$ cat src/rtl/weight_row_fetch_if.sv
`default_nettype none
// +----------------------------------------------------------------------------+
// | weight_row_fetch_if : start/status, SRAM read port and weight row stream   |
// | Revision 1.0                                                               |
// +----------------------------------------------------------------------------+
interface weight_row_fetch_if #(
   parameter int ADDR_W = 6,
   parameter int DATA_W = 512,
   parameter int CNT_W  = 7
);
   logic              start;
   logic [ADDR_W-1:0] base_addr;
   logic [CNT_W-1:0]  num_rows;
   logic              busy;
   logic              done;
   logic              sram_csb;
   logic              sram_wsb;
   logic [ADDR_W-1:0] sram_raddr;
   logic [DATA_W-1:0] sram_rdata;
   logic              w_valid;
   logic              w_ready;
   logic [DATA_W-1:0] w_data;
   logic              w_last;

   modport master (
      input  start, base_addr, num_rows, sram_rdata, w_ready,
      output busy, done, sram_csb, sram_wsb, sram_raddr, w_valid, w_data, w_last
   );

   modport slave (
      output start, base_addr, num_rows, sram_rdata, w_ready,
      input  busy, done, sram_csb, sram_wsb, sram_raddr, w_valid, w_data, w_last
   );
endinterface
`default_nettype wire

$ cat src/rtl/weight_row_fetch.sv
`default_nettype none
// +----------------------------------------------------------------------------+
// | weight_row_fetch : reads N weight-SRAM rows into a 2-entry FIFO and streams |
// | them out over valid/ready.                            Revision 1.0          |
// +----------------------------------------------------------------------------+
module weight_row_fetch #(
   parameter int ADDR_W = 6,
   parameter int DATA_W = 512,
   parameter int CNT_W  = 7
) (
   input  wire logic           clk,
   input  wire logic           rst,
   weight_row_fetch_if.master  bus
);

   typedef enum logic [1:0] {
      S_IDLE  = 2'd0,
      S_FETCH = 2'd1,
      S_DRAIN = 2'd2,
      S_DONE  = 2'd3
   } state_t;

   state_t            r_state;
   logic [ADDR_W-1:0] r_addr;
   logic [CNT_W-1:0]  r_remain;
   logic              r_busy;
   logic              r_done;
   logic              r_inflight;
   logic              r_inflight_last;
   logic [DATA_W-1:0] r_fifo_data [2];
   logic [1:0]        r_fifo_last;
   logic              r_wptr;
   logic              r_rptr;
   logic [1:0]        r_cnt;

   logic              w_valid;
   logic              w_pop;
   logic              w_push;
   logic [2:0]        w_occ;
   logic              w_issue;
   logic              w_last_issue;
   logic              w_drained;

   // Occupancy counts FIFO entries plus the read still in the SRAM pipe,
   // net of this cycle's pop, so a full FIFO can still issue when it drains.
   assign w_valid      = (r_cnt != 2'd0);
   assign w_pop        = w_valid & bus.w_ready;
   assign w_push       = r_inflight;
   assign w_occ        = {1'b0, r_cnt} + {2'b00, r_inflight} - {2'b00, w_pop};
   assign w_issue      = (r_state == S_FETCH) && (r_remain != '0) && (w_occ < 3'd2);
   assign w_last_issue = w_issue && (r_remain == CNT_W'(1));
   assign w_drained    = !r_inflight && ((r_cnt == 2'd0) || ((r_cnt == 2'd1) && w_pop));

   assign bus.busy       = r_busy;
   assign bus.done       = r_done;
   assign bus.sram_csb   = ~w_issue;
   assign bus.sram_wsb   = 1'b1;
   assign bus.sram_raddr = w_issue ? r_addr : '0;
   assign bus.w_valid    = w_valid;
   assign bus.w_data     = r_fifo_data[r_rptr];
   assign bus.w_last     = w_valid & r_fifo_last[r_rptr];

   always_ff @(posedge clk or posedge rst) begin
      if (rst) begin
         r_state  <= S_IDLE;
         r_addr   <= '0;
         r_remain <= '0;
         r_busy   <= 1'b0;
         r_done   <= 1'b0;
      end else begin
         case (r_state)
            S_IDLE: begin
               if (bus.start) begin
                  r_addr   <= bus.base_addr;
                  r_remain <= bus.num_rows;
                  if (bus.num_rows == '0) begin
                     r_state <= S_DONE;
                     r_done  <= 1'b1;
                  end else begin
                     r_state <= S_FETCH;
                     r_busy  <= 1'b1;
                  end
               end
            end
            S_FETCH: begin
               if (w_issue) begin
                  r_addr   <= r_addr + ADDR_W'(1);
                  r_remain <= r_remain - CNT_W'(1);
                  if (w_last_issue) begin
                     r_state <= S_DRAIN;
                  end
               end
            end
            S_DRAIN: begin
               if (w_drained) begin
                  r_state <= S_DONE;
                  r_done  <= 1'b1;
                  r_busy  <= 1'b0;
               end
            end
            default: begin
               r_state <= S_IDLE;
               r_done  <= 1'b0;
               r_busy  <= 1'b0;
            end
         endcase
      end
   end

   always_ff @(posedge clk or posedge rst) begin
      if (rst) begin
         r_inflight      <= 1'b0;
         r_inflight_last <= 1'b0;
      end else begin
         r_inflight      <= w_issue;
         r_inflight_last <= w_last_issue;
      end
   end

   // Returning SRAM data lands here one cycle after issue, tagged with its last flag.
   always_ff @(posedge clk or posedge rst) begin
      if (rst) begin
         r_fifo_data[0] <= '0;
         r_fifo_data[1] <= '0;
         r_fifo_last    <= 2'b00;
         r_wptr         <= 1'b0;
         r_rptr         <= 1'b0;
         r_cnt          <= 2'd0;
      end else begin
         if (w_push) begin
            r_fifo_data[r_wptr] <= bus.sram_rdata;
            r_fifo_last[r_wptr] <= r_inflight_last;
            r_wptr              <= ~r_wptr;
         end
         if (w_pop) begin
            r_rptr <= ~r_rptr;
         end
         case ({w_push, w_pop})
            2'b10:   r_cnt <= r_cnt + 2'd1;
            2'b01:   r_cnt <= r_cnt - 2'd1;
            default: r_cnt <= r_cnt;
         endcase
      end
   end

endmodule
`default_nettype wire

$ cat src/flat_wrapper.sv
// flat-port wrapper written by rule: the top's interface ports become plain ports
module weight_row_fetch_flat 
#(
   parameter int ADDR_W = 6,
   parameter int DATA_W = 512,
   parameter int CNT_W  = 7
)
  (clk, rst, bus_start, bus_base_addr, bus_num_rows, bus_sram_rdata, bus_w_ready, bus_busy, bus_done, bus_sram_csb, bus_sram_wsb, bus_sram_raddr, bus_w_valid, bus_w_data, bus_w_last);
  weight_row_fetch_if #(.ADDR_W(ADDR_W), .DATA_W(DATA_W), .CNT_W(CNT_W)) bus_i ();
  input  wire logic clk;
  input  wire logic rst;
  input wire logic [$bits(bus_i.start)-1:0] bus_start;
  input wire logic [$bits(bus_i.base_addr)-1:0] bus_base_addr;
  input wire logic [$bits(bus_i.num_rows)-1:0] bus_num_rows;
  input wire logic [$bits(bus_i.sram_rdata)-1:0] bus_sram_rdata;
  input wire logic [$bits(bus_i.w_ready)-1:0] bus_w_ready;
  output wire logic [$bits(bus_i.busy)-1:0] bus_busy;
  output wire logic [$bits(bus_i.done)-1:0] bus_done;
  output wire logic [$bits(bus_i.sram_csb)-1:0] bus_sram_csb;
  output wire logic [$bits(bus_i.sram_wsb)-1:0] bus_sram_wsb;
  output wire logic [$bits(bus_i.sram_raddr)-1:0] bus_sram_raddr;
  output wire logic [$bits(bus_i.w_valid)-1:0] bus_w_valid;
  output wire logic [$bits(bus_i.w_data)-1:0] bus_w_data;
  output wire logic [$bits(bus_i.w_last)-1:0] bus_w_last;
  assign bus_i.start = bus_start;
  assign bus_i.base_addr = bus_base_addr;
  assign bus_i.num_rows = bus_num_rows;
  assign bus_i.sram_rdata = bus_sram_rdata;
  assign bus_i.w_ready = bus_w_ready;
  assign bus_busy = bus_i.busy;
  assign bus_done = bus_i.done;
  assign bus_sram_csb = bus_i.sram_csb;
  assign bus_sram_wsb = bus_i.sram_wsb;
  assign bus_sram_raddr = bus_i.sram_raddr;
  assign bus_w_valid = bus_i.w_valid;
  assign bus_w_data = bus_i.w_data;
  assign bus_w_last = bus_i.w_last;
  weight_row_fetch #(.ADDR_W(ADDR_W), .DATA_W(DATA_W), .CNT_W(CNT_W)) u_core (.clk(clk), .rst(rst), .bus(bus_i));
endmodule
$ cat config.mk
export PLATFORM = sky130hd
export DESIGN_NAME = weight_row_fetch_flat
export DESIGN_NICKNAME = d
export VERILOG_FILES = /design/src/rtl/weight_row_fetch_if.sv /design/src/rtl/weight_row_fetch.sv /design/src/flat_wrapper.sv
export SDC_FILE = /design/constraint.sdc
export NUM_CORES = 2
export LEC_CHECK = 0
export CORE_AREA = 2 2 406 408
export CTS_BUF_LIST = sky130_fd_sc_hd__clkbuf_4
export CTS_CLUSTER_DIAMETER = 100
export DETAILED_ROUTE_END_ITERATION = 12
export DIE_AREA = 0 0 408 410
export PLACE_DENSITY_LB_ADDON = 0.2
export SLEW_MARGIN = 10
export SYNTH_ARGS = -nofsm -noshare
export SYNTH_HDL_FRONTEND = slang
export SYNTH_SLANG_ARGS = --single-unit
$ cat constraint.sdc
create_clock -name clk -period 72.6 [get_ports clk]
set_clock_uncertainty 0.2 [all_clocks]
set_input_delay 7.26 -clock clk [delete_from_list [all_inputs] [get_ports clk]]
set_output_delay 7.26 -clock clk [all_outputs]
set_load 0.005 [all_outputs]
==> flow_summary.ini <==
[run]
maxCapViolCount = 0

[sta]
setup_viol = 0
fin_ws_ps = 54970
max_freq_ghz = 0.0567
min_period_ps = 17630
report.final.slew_viol_count = 0
relSlewSlack_pct = 27.6
hold_viol = 0
setup_tns_ps = 0
rsz0062_at_grt = no
worstMarginPinSlew_ps = 1090
fin_crit_sh_pct = 24.3

[grt]
grt_pass1_wl_mm = 212
gr-total-overflow = 0
grt_usage_pct = 16.8
antenna_found_initial = 56
grt_max_degree = 177
grt_pass1_vias = 32000

[floorplan]
die_height_um = 410
start_util_pct = 27.9
die_x_um = 408
ioPinCount = 1053
die_area_um2 = 167000
core_area_um2 = 163000
row_count = 149

[yosys]
syn-num-nets = 3486
synth_edf_count = 0
ys_types = 49
dominantRegCellSynth = dfrtp_1
syn_avg_cell_area_um2 = 15.5
yosys_warnings = 0
yosysSeqAreaShare_pct = 57.6
synth.ff_latch_count = 1049
netlist_area_um2 = 45600
synthArstFlopShare_pct = 100
syn_inst = 2947

[hold_path]
worstHoldPathCells = 1
worstHoldEndpoint = u_core.r_fifo_last[0]
hp-class = reg -> reg
min_from = u_core.r_inflight_last

[worst_setup_path]
reg2reg_depth = 6
r2r_end = u_core.r_fifo_data[578]
crit_chain = clkdlybuf4s50_1, nand2b_1, xor2_1, nand2b_1, fa_1, xnor2_2, o211a_4, and3_1, clkdlybuf4s50_1
slowest_stage = clkdlybuf4s50_1
critPathMaxFanout = 14
reg2reg_slack_ps = 67370
crit_required_ps = 65140
crit_type = in -> out
cp-end-kind = output pin
critPathArrivalTime_ps = 10170
max_stage_delay_ps = 500
startpoint_type = input port
r2r_start = u_core.r_inflight

[route]
ant_nets = 0
drc_errors = 0
viasPerCell = 4.49
num_vias = 29500
wl_per_cell_um = 21.8
drtPass1Iterations = 7
initialDrtViolationCount = 1146
routed_wl_mm = 143

[clock_network]
hold_buffers = 0
cts_tree = yes
ctsResizeCount = 0
clkSinkCount = 1049
clock_path_buffers = 4
insertion_delay_ps = 1270
cts_setup_buffers = 0
root_buffer = clkbuf_4
clk_pin_slew_ps = 50
h-tree-depth = 5
cts_made_buffers = 329

[placement]
dp_hpwl_mm = 97.9
pre_cts_slack_ps = 55000
gp_congestion = 0.797
port_buffers = 1051
dp_cells = 6033

[layout]
final_cell_mix = mux2_2, clkdlybuf4s50_1, dfrtp_1
final_cells = 6562
nets = 4714
area_growth_pct = 36.3
final_common_cell = mux2_2
drive_gt1_share_pct = 47.1
fillers = 15900

[pwr]
peakVddDrop_v = 0.0000259
power_mw = 3.08
power_density_nw_per_um2 = 49.7
power_leakage_nw = 25.6

[status]
status = finished clean
-- per-layer routing --
metal  part of all wire (%)  vias to the layer above  track usage [%]  routed length, um
met1                     39                    14800             18.9              56100
met3                     10                      333             8.55              14400
met4                    3.0                       82             6.86               4350
met2                     47                     1034             26.9              68000
li1                       -                    13200                -                  -
met5                   0.36                        -                0                514
-- how the worst max path moves through the flow --
stage                 from  slack, ps  depth (start not counted)                end
2_1_floorplan          rst      35610                          1    u_core.bus.busy
3_3_place_gp   bus_w_ready      54990                          9  bus_sram_raddr[1]
3_5_place_dp   bus_w_ready      55000                          9  bus_sram_raddr[0]
4_1_cts        bus_w_ready      54990                          9  bus_sram_raddr[0]
5_1_grt        bus_w_ready      54820                          9  bus_sram_raddr[1]
6_report       bus_w_ready      54970                          9  bus_sram_raddr[5]
-- stage by stage --
stage	utilization [%]	area, um^2	hold slack [ps]
6_report	38.0	62100	272
5_1_grt	38.0	62100	305
2_1_floorplan	-	45600	254
3_3_place_gp	35.7	58300	281
3_5_place_dp	35.7	58300	287
4_1_cts	37.9	62000	296
-- cell type report --
cell class	instances	area, um^2	area share [%]
antenna	14	35.0	0.0564
clock buffer	460	3450	5.56
clock inverter	55	292	0.470
inverter	15	63.8	0.103
multi-input combinational	1696	18400	29.6
sequential	1049	26300	42.3
tap	2189	2740	4.41
timing repair buffer	1084	10800	17.5
-- cell usage after synthesis (2+ instances only) --
cell type  instances  area [um^2]
a21oi_1           15         75.1
a31oi_1            8         50.1
and3_1             6         37.5
buf_1              6         22.5
buf_2            110          551
buf_6              2         22.5
clkbuf_1          67          251
dfrtp_1         1049        26300
ha_1               9          113
inv_1             15         56.3
mux2_2          1539        17300
mux2i_1            7         70.1
nand2_1           13         48.8
nand2b_1           8         50.1
nand3_1            9         45.0
nand4_1            4         25.0
nor2_1            17         63.8
nor2b_1            5         31.3
nor3_1             7         35.0
nor3b_1            2         15.0
nor4_1             2         12.5
o211ai_1           4         30.0
o21ai_0            5         25.0
o221ai_1           2         17.5
o22ai_1            4         25.0
o311ai_0           3         26.3
or3_1              5         31.3
xnor2_1            2         17.5
xor2_1             2         17.5
-- state kept, by name, summed over array words and instances, names as in the netlist --
signal / count
u_core.bus.busy: 1
u_core.r_cnt: 2
u_core.bus.done: 1
u_core.r_remain: 7
u_core.r_addr: 6
u_core.r_inflight_last: 1
u_core.r_rptr: 1
u_core.r_wptr: 1
u_core.r_fifo_last: 2
u_core.r_inflight: 1
u_core.r_fifo_data: 1024
u_core.r_state: 2
-- where the power goes --
| group | leakage [nW] | switching (mW) | internal (mW) |
|---|---|---|---|
| combinational | 11.1 | 0.566 | 0.925 |
| sequential | 12.2 | 0.144 | 0.890 |
| clock | 2.26 | 0.262 | 0.297 |
| total | 25.6 | 0.971 | 2.11 |
-- kinds of logic after synthesis --
kind of cell	share of synthesized area, %
AND/OR/NAND/NOR	0.945
AO/OA/AOI/OAI	0.810
adder cells (fa/ha/maj)	0.291
other	0.00823
XOR/XNOR	0.113
buffers and inverters	2.01
flip-flops	57.6
multiplexers	38.2
-- critical path, delay by kind of cell --
family                     cells  cell delay (ps)
AOI/OAI and AO/OA              1              340
adders and majority gates      1              440
xor gates and xnor gates       2              540
and+or+nand+nor                3              580
buffers and inverters          2             1000
Power figures use the tool's default switching activity.
